==> config.mk <==
export PLATFORM = sky130hd
export DESIGN_NAME = seq_right_shifter_flat
export DESIGN_NICKNAME = d
export VERILOG_FILES = /design/src/rtl/seq_right_shifter_if.sv /design/src/rtl/seq_right_shifter.sv /design/src/flat_wrapper.sv
export SDC_FILE = /design/constraint.sdc
export NUM_CORES = 1
export LEC_CHECK = 0
export CAP_MARGIN = 15
export CORE_MARGIN = 2
export CORE_UTILIZATION = 39
export CTS_BUF_LIST = sky130_fd_sc_hd__clkbuf_8
export DETAILED_ROUTE_END_ITERATION = 10
export GPL_ROUTABILITY_DRIVEN = 1
export MAX_ROUTING_LAYER = met4
export SLEW_MARGIN = 20
export SYNTH_ARGS = -nofsm -noshare
export SYNTH_HDL_FRONTEND = slang
export SYNTH_SLANG_ARGS = --single-unit
==> constraint.sdc <==
create_clock -name clk -period 2.2 [get_ports clk]
set_input_delay 0.33 -clock clk [delete_from_list [all_inputs] [get_ports clk]]
set_output_delay 0.33 -clock clk [all_outputs]
set_load 0.005 [all_outputs]
==> src/rtl/seq_right_shifter_if.sv <==
// rtl/seq_right_shifter_if.sv - request/result bundle for the log-staged right shifter
interface seq_right_shifter_if #(
    parameter int N    = 8,
    parameter int LOGN = 3
);
    logic            start;
    logic [N-1:0]    data_in;
    logic [LOGN-1:0] shamt;
    logic            arith;
    logic            busy;
    logic            done;
    logic [N-1:0]    data_out;

    modport master (
        output start, data_in, shamt, arith,
        input  busy, done, data_out
    );

    modport slave (
        input  start, data_in, shamt, arith,
        output busy, done, data_out
    );
endinterface

==> src/rtl/seq_right_shifter.sv <==
// rtl/seq_right_shifter.sv - sequential right shifter, one power-of-two stage per cycle
module seq_right_shifter #(
    parameter int N    = 8,
    parameter int LOGN = 3
) (
    input logic              clk,
    input logic              rst_n,
    seq_right_shifter_if.slave bus
);
    typedef enum logic [1:0] {IDLE, SHIFT, DONE} state_t;

    localparam logic [LOGN-1:0] LAST_STAGE = LOGN'(LOGN - 1);

    state_t          state;
    logic [N-1:0]    work;
    logic [LOGN-1:0] shamt_q;
    logic [LOGN-1:0] stage;
    logic            fill_q;
    logic            busy_q;
    logic            done_q;
    logic [N-1:0]    data_out_q;

    logic [LOGN-1:0] stage_bit;
    logic [N-1:0]    shifted;
    logic [N-1:0]    stage_out;

    // stage_bit is both the 2^k shift distance and the mask selecting shamt[k]
    always_comb begin
        stage_bit = LOGN'(1) << stage;
        shifted   = N'({{N{fill_q}}, work} >> stage_bit);
        stage_out = (|(shamt_q & stage_bit)) ? shifted : work;
    end

    always_ff @(posedge clk) begin
        if (!rst_n) begin
            state      <= IDLE;
            work       <= '0;
            shamt_q    <= '0;
            stage      <= '0;
            fill_q     <= 1'b0;
            busy_q     <= 1'b0;
            done_q     <= 1'b0;
            data_out_q <= '0;
        end else begin
            done_q <= 1'b0;
            case (state)
                IDLE: begin
                    if (bus.start) begin
                        work    <= bus.data_in;
                        shamt_q <= bus.shamt;
                        fill_q  <= bus.arith & bus.data_in[N-1];
                        stage   <= '0;
                        busy_q  <= 1'b1;
                        state   <= SHIFT;
                    end
                end
                SHIFT: begin
                    work <= stage_out;
                    if (stage == LAST_STAGE) begin
                        data_out_q <= stage_out;
                        done_q     <= 1'b1;
                        state      <= DONE;
                    end else begin
                        stage <= stage + LOGN'(1);
                    end
                end
                DONE: begin
                    busy_q <= 1'b0;
                    state  <= IDLE;
                end
                default: begin
                    busy_q <= 1'b0;
                    state  <= IDLE;
                end
            endcase
        end
    end

    assign bus.busy     = busy_q;
    assign bus.done     = done_q;
    assign bus.data_out = data_out_q;
endmodule

==> src/flat_wrapper.sv <==
// flat-port wrapper written by rule: the top's interface ports become plain ports
module seq_right_shifter_flat 
#(
    parameter int N    = 8,
    parameter int LOGN = 3
)
  (clk, rst_n, bus_start, bus_data_in, bus_shamt, bus_arith, bus_busy, bus_done, bus_data_out);
  seq_right_shifter_if #(.N(N), .LOGN(LOGN)) bus_i ();
  input logic clk;
  input logic rst_n;
  input wire logic [$bits(bus_i.start)-1:0] bus_start;
  input wire logic [$bits(bus_i.data_in)-1:0] bus_data_in;
  input wire logic [$bits(bus_i.shamt)-1:0] bus_shamt;
  input wire logic [$bits(bus_i.arith)-1:0] bus_arith;
  output wire logic [$bits(bus_i.busy)-1:0] bus_busy;
  output wire logic [$bits(bus_i.done)-1:0] bus_done;
  output wire logic [$bits(bus_i.data_out)-1:0] bus_data_out;
  assign bus_i.start = bus_start;
  assign bus_i.data_in = bus_data_in;
  assign bus_i.shamt = bus_shamt;
  assign bus_i.arith = bus_arith;
  assign bus_busy = bus_i.busy;
  assign bus_done = bus_i.done;
  assign bus_data_out = bus_i.data_out;
  seq_right_shifter #(.N(N), .LOGN(LOGN)) u_core (.clk(clk), .rst_n(rst_n), .bus(bus_i));
endmodule
==> impl_metrics.ini, run 1 <==
[run_status]
status = finished, final reports clean

[cts]
cts_tree = done
clk_pin_slew_worst_paths_ns = 0.09
max-clock-path-buffers = 2
clock_latency_ns = 0.28
clockRootBuffer = clkbuf_8
cts_buffers = 3
cts.sinks = 27
ctsHoldBuffers = 0
cts_max_level = 1

[power_and_ir_drop]
intPower_uw = 778.2
power_density_nw_per_um2 = 560.4
pwr-share-comb = 0.254
power.share.clock = 0.250
seq_power_share = 0.495
p_leak_nw = 0.7541
switching_share = 0.3024
p_total_mw = 1.116
p_switching_uw = 337.3
irDropWorstVdd_uv = 364.2

[synth]
ys_ff_latch = 27
synth_area_per_cell_sq_um = 8.635
async_flop_share = 0
synth_cell_types = 51
yosys.area.top_type = dfxtp_1
synth_area_sq_um = 1658
syn_nets = 211
synthFlopType = dfxtp_1
synth.top_cells.by_area = dfxtp_1, nand2_1, mux2i_1, o32ai_1, a21oi_1
yosysWarnings = 0
synth-edff-count = 0
syn_inst = 192
synth_seq_area_share = 0.3260
synth.top_cell.area_share = 0.3260

[critical_path]
crit_path_cell_trace = inv_1 > ha_1 > a222oi_1 > nor2_2 > o211a_1 > o32ai_1
slowest_delay_ns = 0.53
worstSetupPathType = reg2reg
crit_path_start_kind = flip-flop
cp.required_ns = 2.39
worstPathMaxFanout = 14
cp-end-kind = flip-flop
critPathSlowestCell = a222oi_1
crit_family = compound AO/OA/AOI/OAI gates
critPathBufInv = 1
crit_arrival_ns = 2.28

[floorplan]
core.rowCount = 23
ioPinCount = 25
start_util = 0.4086
coreArea_sq_um = 4058
die_h_microns = 69.20
die_w_microns = 69.20
dieArea_sq_um = 4789

[detailed_routing]
drtIter0Drc = 97
drc = 0
via_per_inst = 6.095
drtAntennaViolNets = 0
drt-total-wl_microns = 4827
dr_total_vias = 1609
first_pass_iters = 4
wire_per_inst_microns = 18.28

[cells_and_area]
area_delta_synth_final_pct = 20.08
final_common_cell = dfxtp_1
layout-drive-gt1-share = 0.1168
final_cell_mix = dfxtp_1, clkdlybuf4s50_1, nand2_1
n_antenna_cell = 0
num-nets-final = 234

[sta]
fin_tns_setup_ns = 0
timing.final.crit_period_ns = 2.090
rsz0062_at_grt = true
hold_viol = 0
maxSlewViolCount = 0
worst_pin_slew_ns = 0.6264
slew_headroom = 0.5820
setup_violations = 0
skew_ns = 0.009580
period_share = 0.9498
max_freq_ghz = 0.4786

[grt]
grt_overflow = 0
grt_pass1_wl_microns = 8024
grt_usage = 0.2135
antenna_found_initial = 0
grt_pass1_vias = 1592
grt_max_degree = 21

[min_path]
min_path_type = reg2reg

[placement]
place_congestion = 0.8693
place.port_buffers = 24
dp_hpwl_microns = 3608

[flow_run]
max-cap-violations = 0
==> logic make-up (layout without fill, tap and decap cells) <==
logic type                 count (synthesis)  count (layout)  share of synthesized area
and+or+nand+nor                           64              64                     0.1985
DFF                                       27              27                     0.3260
buffers and inverters                     25              47                    0.08377
muxes                                     13              13                    0.09812
adders and majority gates                  4               4                    0.03019
AOI/OAI and AO/OA                         59              59                     0.2634
==> area by class of cell <==
cell class,count,area [sq um]
fill,380,2067
multi-input combinational,140,983.4
sequential,27,540.5
timing repair buffer,33,320.3
tap,50,62.56
clock buffer,3,41.29
inverter,10,37.54
clock inverter,1,5.005
==> state kept, by name, summed over array words and instances, names as in the netlist <==
name	cells
u_core.bus.busy	1
u_core.bus.data_out	8
u_core.bus.done	1
u_core.fill_q	1
u_core.shamt_q	3
u_core.stage	3
u_core.state	2
u_core.work	8
==> path summary, 6_finish.rpt <==
check	startpoint	end	depth (start not counted)	slack, ns
hold / removal	u_core.shamt_q[0]	u_core.shamt_q[0]	2	0.48
setup reg to reg	u_core.stage[0]	u_core.work[4]	6	0.11
hold reg to reg	u_core.shamt_q[0]	u_core.shamt_q[0]	2	0.48
setup / recovery	u_core.stage[0]	u_core.work[4]	6	0.11
==> metal layers <==
layer	global-route usage	routed length [microns]
met2	0.3483	2275
met3	0.02180	236
met5	-	0
met4	0.06318	78
met1	0.2813	2235
==> power groups by stage <==
stage,clock network (mW),logic (mW),registers [mW]
3_5_place_dp,0,0.278,0.561
5_1_grt,0.305,0.310,0.556
6_report,0.279,0.283,0.553
2_1_floorplan,0,0.203,0.544
3_3_place_gp,0,0.271,0.560
4_1_cts,0.286,0.279,0.550
==> per-stage QoR <==
step | worst slack [ns] | instance area (sq um) | hold WS, ns | utilization | instances
3_5_place_dp | -0.01481 | 1939 | 0.4613 | 0.4780 | 260
4_1_cts | 0.06036 | 1986 | 0.4735 | 0.4894 | 264
5_1_grt | -0.02958 | 1991 | 0.5109 | 0.4906 | 264
6_report | 0.1105 | 1991 | 0.4752 | 0.4906 | 264
3_3_place_gp | 0.01423 | 1939 | 0.4556 | 0.4780 | 260
2_1_floorplan | 0.3839 | 1658 | 0.4357 | - | 192
==> synth_stat cells (4+ instances only) <==
library cell / instances
buf_6: 4
o21ai_0: 6
nand2b_1: 4
nand2_1: 23
nor3_1: 4
ha_1: 4
inv_1: 10
clkbuf_1: 5
o32ai_1: 8
a211oi_1: 5
mux2i_1: 8
a21oi_1: 13
nor2_1: 13
nand3_1: 4
dfxtp_1: 27
==> worst min-delay path: stages (launching register included) <==
cell	delay, ns
dfxtp_1	0.33
nand2_1	0.05
a21oi_1	0.05
==> what timing repair did <==
| action | 4_1_cts | 5_1_grt |
|---|---|---|
| endpoints found under the setup margin | 1 | 15 |
| pin swaps | 0 | 1 |
| buffers inserted | 0 | 0 |
| gates resized for setup | 1 | 2 |
Note: power is estimated with default switching activity, not from simulation.
==> run 2, diff against run 1 <==
--- a/config.mk
+++ b/config.mk
@@ -5,13 +5,14 @@
 export SDC_FILE = /design/constraint.sdc
 export NUM_CORES = 1
 export LEC_CHECK = 0
-export CAP_MARGIN = 15
+export CAP_MARGIN = 5
 export CORE_MARGIN = 2
 export CORE_UTILIZATION = 39
-export CTS_BUF_LIST = sky130_fd_sc_hd__clkbuf_8
+export CTS_BUF_LIST = sky130_fd_sc_hd__clkbuf_8 sky130_fd_sc_hd__clkbuf_16
 export DETAILED_ROUTE_END_ITERATION = 10
 export GPL_ROUTABILITY_DRIVEN = 1
 export MAX_ROUTING_LAYER = met4
+export REMOVE_ABC_BUFFERS = 1
 export SLEW_MARGIN = 20
 export SYNTH_ARGS = -nofsm -noshare
 export SYNTH_HDL_FRONTEND = slang
==> run 2 against run 1 <==
Global-route usage shrank 2.3 points. Largest power group unchanged. Sequential power is 0.9% lower. Non-clock buffer count up 1. Critical path depth is 1 higher. Sequential share of layout area rose by 0.10 points.
==> impl_metrics.ini, run 2 (same netlist as run 1, synthesis figures left out) <==
[run_status]
status = finished, final reports clean

[cells_and_area]
layout-drive-gt1-share = 0.1116
final_common_cell = dfxtp_1
area_delta_synth_final_pct = 19.62
final_cell_mix = dfxtp_1, clkdlybuf4s50_1, nand2_1
fill_cells = 384
n_antenna_cell = 0
fin_cells = 265
num-nets-final = 235

[power_and_ir_drop]
pwr-share-comb = 0.245
power_density_nw_per_um2 = 561.5
irDropWorstVdd_uv = 380.5
intPower_uw = 775.3
p_leak_nw = 0.7471
seq_power_share = 0.492
switching_share = 0.3037
power.share.clock = 0.263
p_switching_uw = 338.1

[floorplan]
core.rowCount = 23
dieArea_sq_um = 4789
start_util = 0.4086
coreArea_sq_um = 4058
die_h_microns = 69.20
ioPinCount = 25
die_w_microns = 69.20

[placement]
dp_hpwl_microns = 3224
place_congestion = 0.8756
post-place-ws_ns = 0.1572
dp.cells = 261
place.port_buffers = 24

[grt]
grt_pass1_vias = 1483
grt_overflow = 0
grt_usage = 0.1903
grt_pass1_wl_microns = 7224
antenna_found_initial = 0
grt_max_degree = 21

[critical_path]
worstPathMaxFanout = 11
crit_family = simple AND/OR/NAND/NOR gates
worstSetupPathType = reg2reg
crit_path_cell_trace = inv_1 > ha_1 > a222oi_1 > nor2_1 > buf_4 > nor2_1 > o32ai_1
cpMostUsedCell = nor2_1
crit_path_start_kind = flip-flop
critPathBufInv = 2
cp-end-kind = flip-flop
slowest_delay_ns = 0.65
cp.required_ns = 2.39
crit_arrival_ns = 2.27
critPathSlowestCell = nor2_1

[sta]
timing.final.crit_period_ns = 2.087
rsz0062_at_grt = false
max_freq_ghz = 0.4791
slew_headroom = 0.4377
hold_viol = 0
period_share = 0.9487
skew_ns = 0.003886
worst_slack_ns = 0.1128
worst_pin_slew_ns = 0.8403
fin_tns_setup_ns = 0
setup_violations = 0
maxSlewViolCount = 0

[detailed_routing]
drtIter0Drc = 188
wire_per_inst_microns = 16.40
dr_total_vias = 1558
first_pass_iters = 4
via_per_inst = 5.879
drc = 0
drtAntennaViolNets = 0
drt-total-wl_microns = 4346

[cts]
clock_latency_ns = 0.28
cts_resized = 0
clk_pin_slew_worst_paths_ns = 0.10
max-clock-path-buffers = 2
cts_buffers = 3
cts_max_level = 1
cts_setup_buffers = 0
cts.sinks = 27
ctsHoldBuffers = 0
clockRootBuffer = clkbuf_8
cts_tree = done

[flow_run]
max-cap-violations = 0

[min_path]
min_path_type = reg2reg
run 2: cell types whose count changed in the layout (fill, tap and decap cells not counted), sizes merged:
cell      before  now
clkinvlp       0    1
clkinv         1    0
buf            9   10
run 2: stage by stage:
stage | cell area, sq um | power (mW) | hold WS [ns] | utilization
2_1_floorplan | 1556 | 0.7226 | 0.4357 | -
3_3_place_gp | 1934 | 0.8224 | 0.4529 | 0.4767
3_5_place_dp | 1934 | 0.8276 | 0.4601 | 0.4767
4_1_cts | 1983 | 1.120 | 0.4746 | 0.4887
5_1_grt | 1983 | 1.167 | 0.4893 | 0.4887
6_report | 1983 | 1.113 | 0.4695 | 0.4887
run 2: layout make-up:
type,instances,area [sq um],area share
clock buffers,3,41.29,0.02082
multi-input cells,140,978.4,0.4934
repair buffers,34,315.3,0.1590
clock inverters,1,7.507,0.003785
well taps,50,62.56,0.03155
inverters,10,37.54,0.01893
flip-flops and latches,27,540.5,0.2726
run 2: worst paths after layout:
path                          start                endpoint  slack (ns)  cells after the start
setup / recovery    u_core.stage[0]  u_core.bus.data_out[3]        0.11                      7
hold / removal    u_core.shamt_q[2]       u_core.shamt_q[2]        0.47                      2
setup reg to reg    u_core.stage[0]  u_core.bus.data_out[3]        0.11                      7
hold reg to reg   u_core.shamt_q[2]       u_core.shamt_q[2]        0.47                      2
run 2: power groups by stage:
stage / sequential [mW] / combinational (mW) / clock [mW]
finish: 0.548 / 0.272 / 0.293
global route: 0.552 / 0.297 / 0.317
CTS: 0.547 / 0.271 / 0.302
detailed placement: 0.558 / 0.270 / 0
global placement: 0.557 / 0.265 / 0
floorplan: 0.546 / 0.177 / 0
run 2: worst register-to-register path, cell delays in order (launching register included):
cell,delay (ns)
dfxtp_1,0.35
inv_1,0.11
ha_1,0.17
a222oi_1,0.11
nor2_1,0.65
buf_4,0.26
nor2_1,0.05
o32ai_1,0.29
run 2: metal layers:
metal / GRT usage / routed length, microns / up-vias / share of wire
met3: 0.02907 / 207 / 4 / 0.048
met5: - / 0 / - / 0
met2: 0.2981 / 2049 / 49 / 0.47
li1: - / - / 754 / -
met4: 0.05882 / 61 / 0 / 0.014
met1: 0.2543 / 2029 / 751 / 0.47
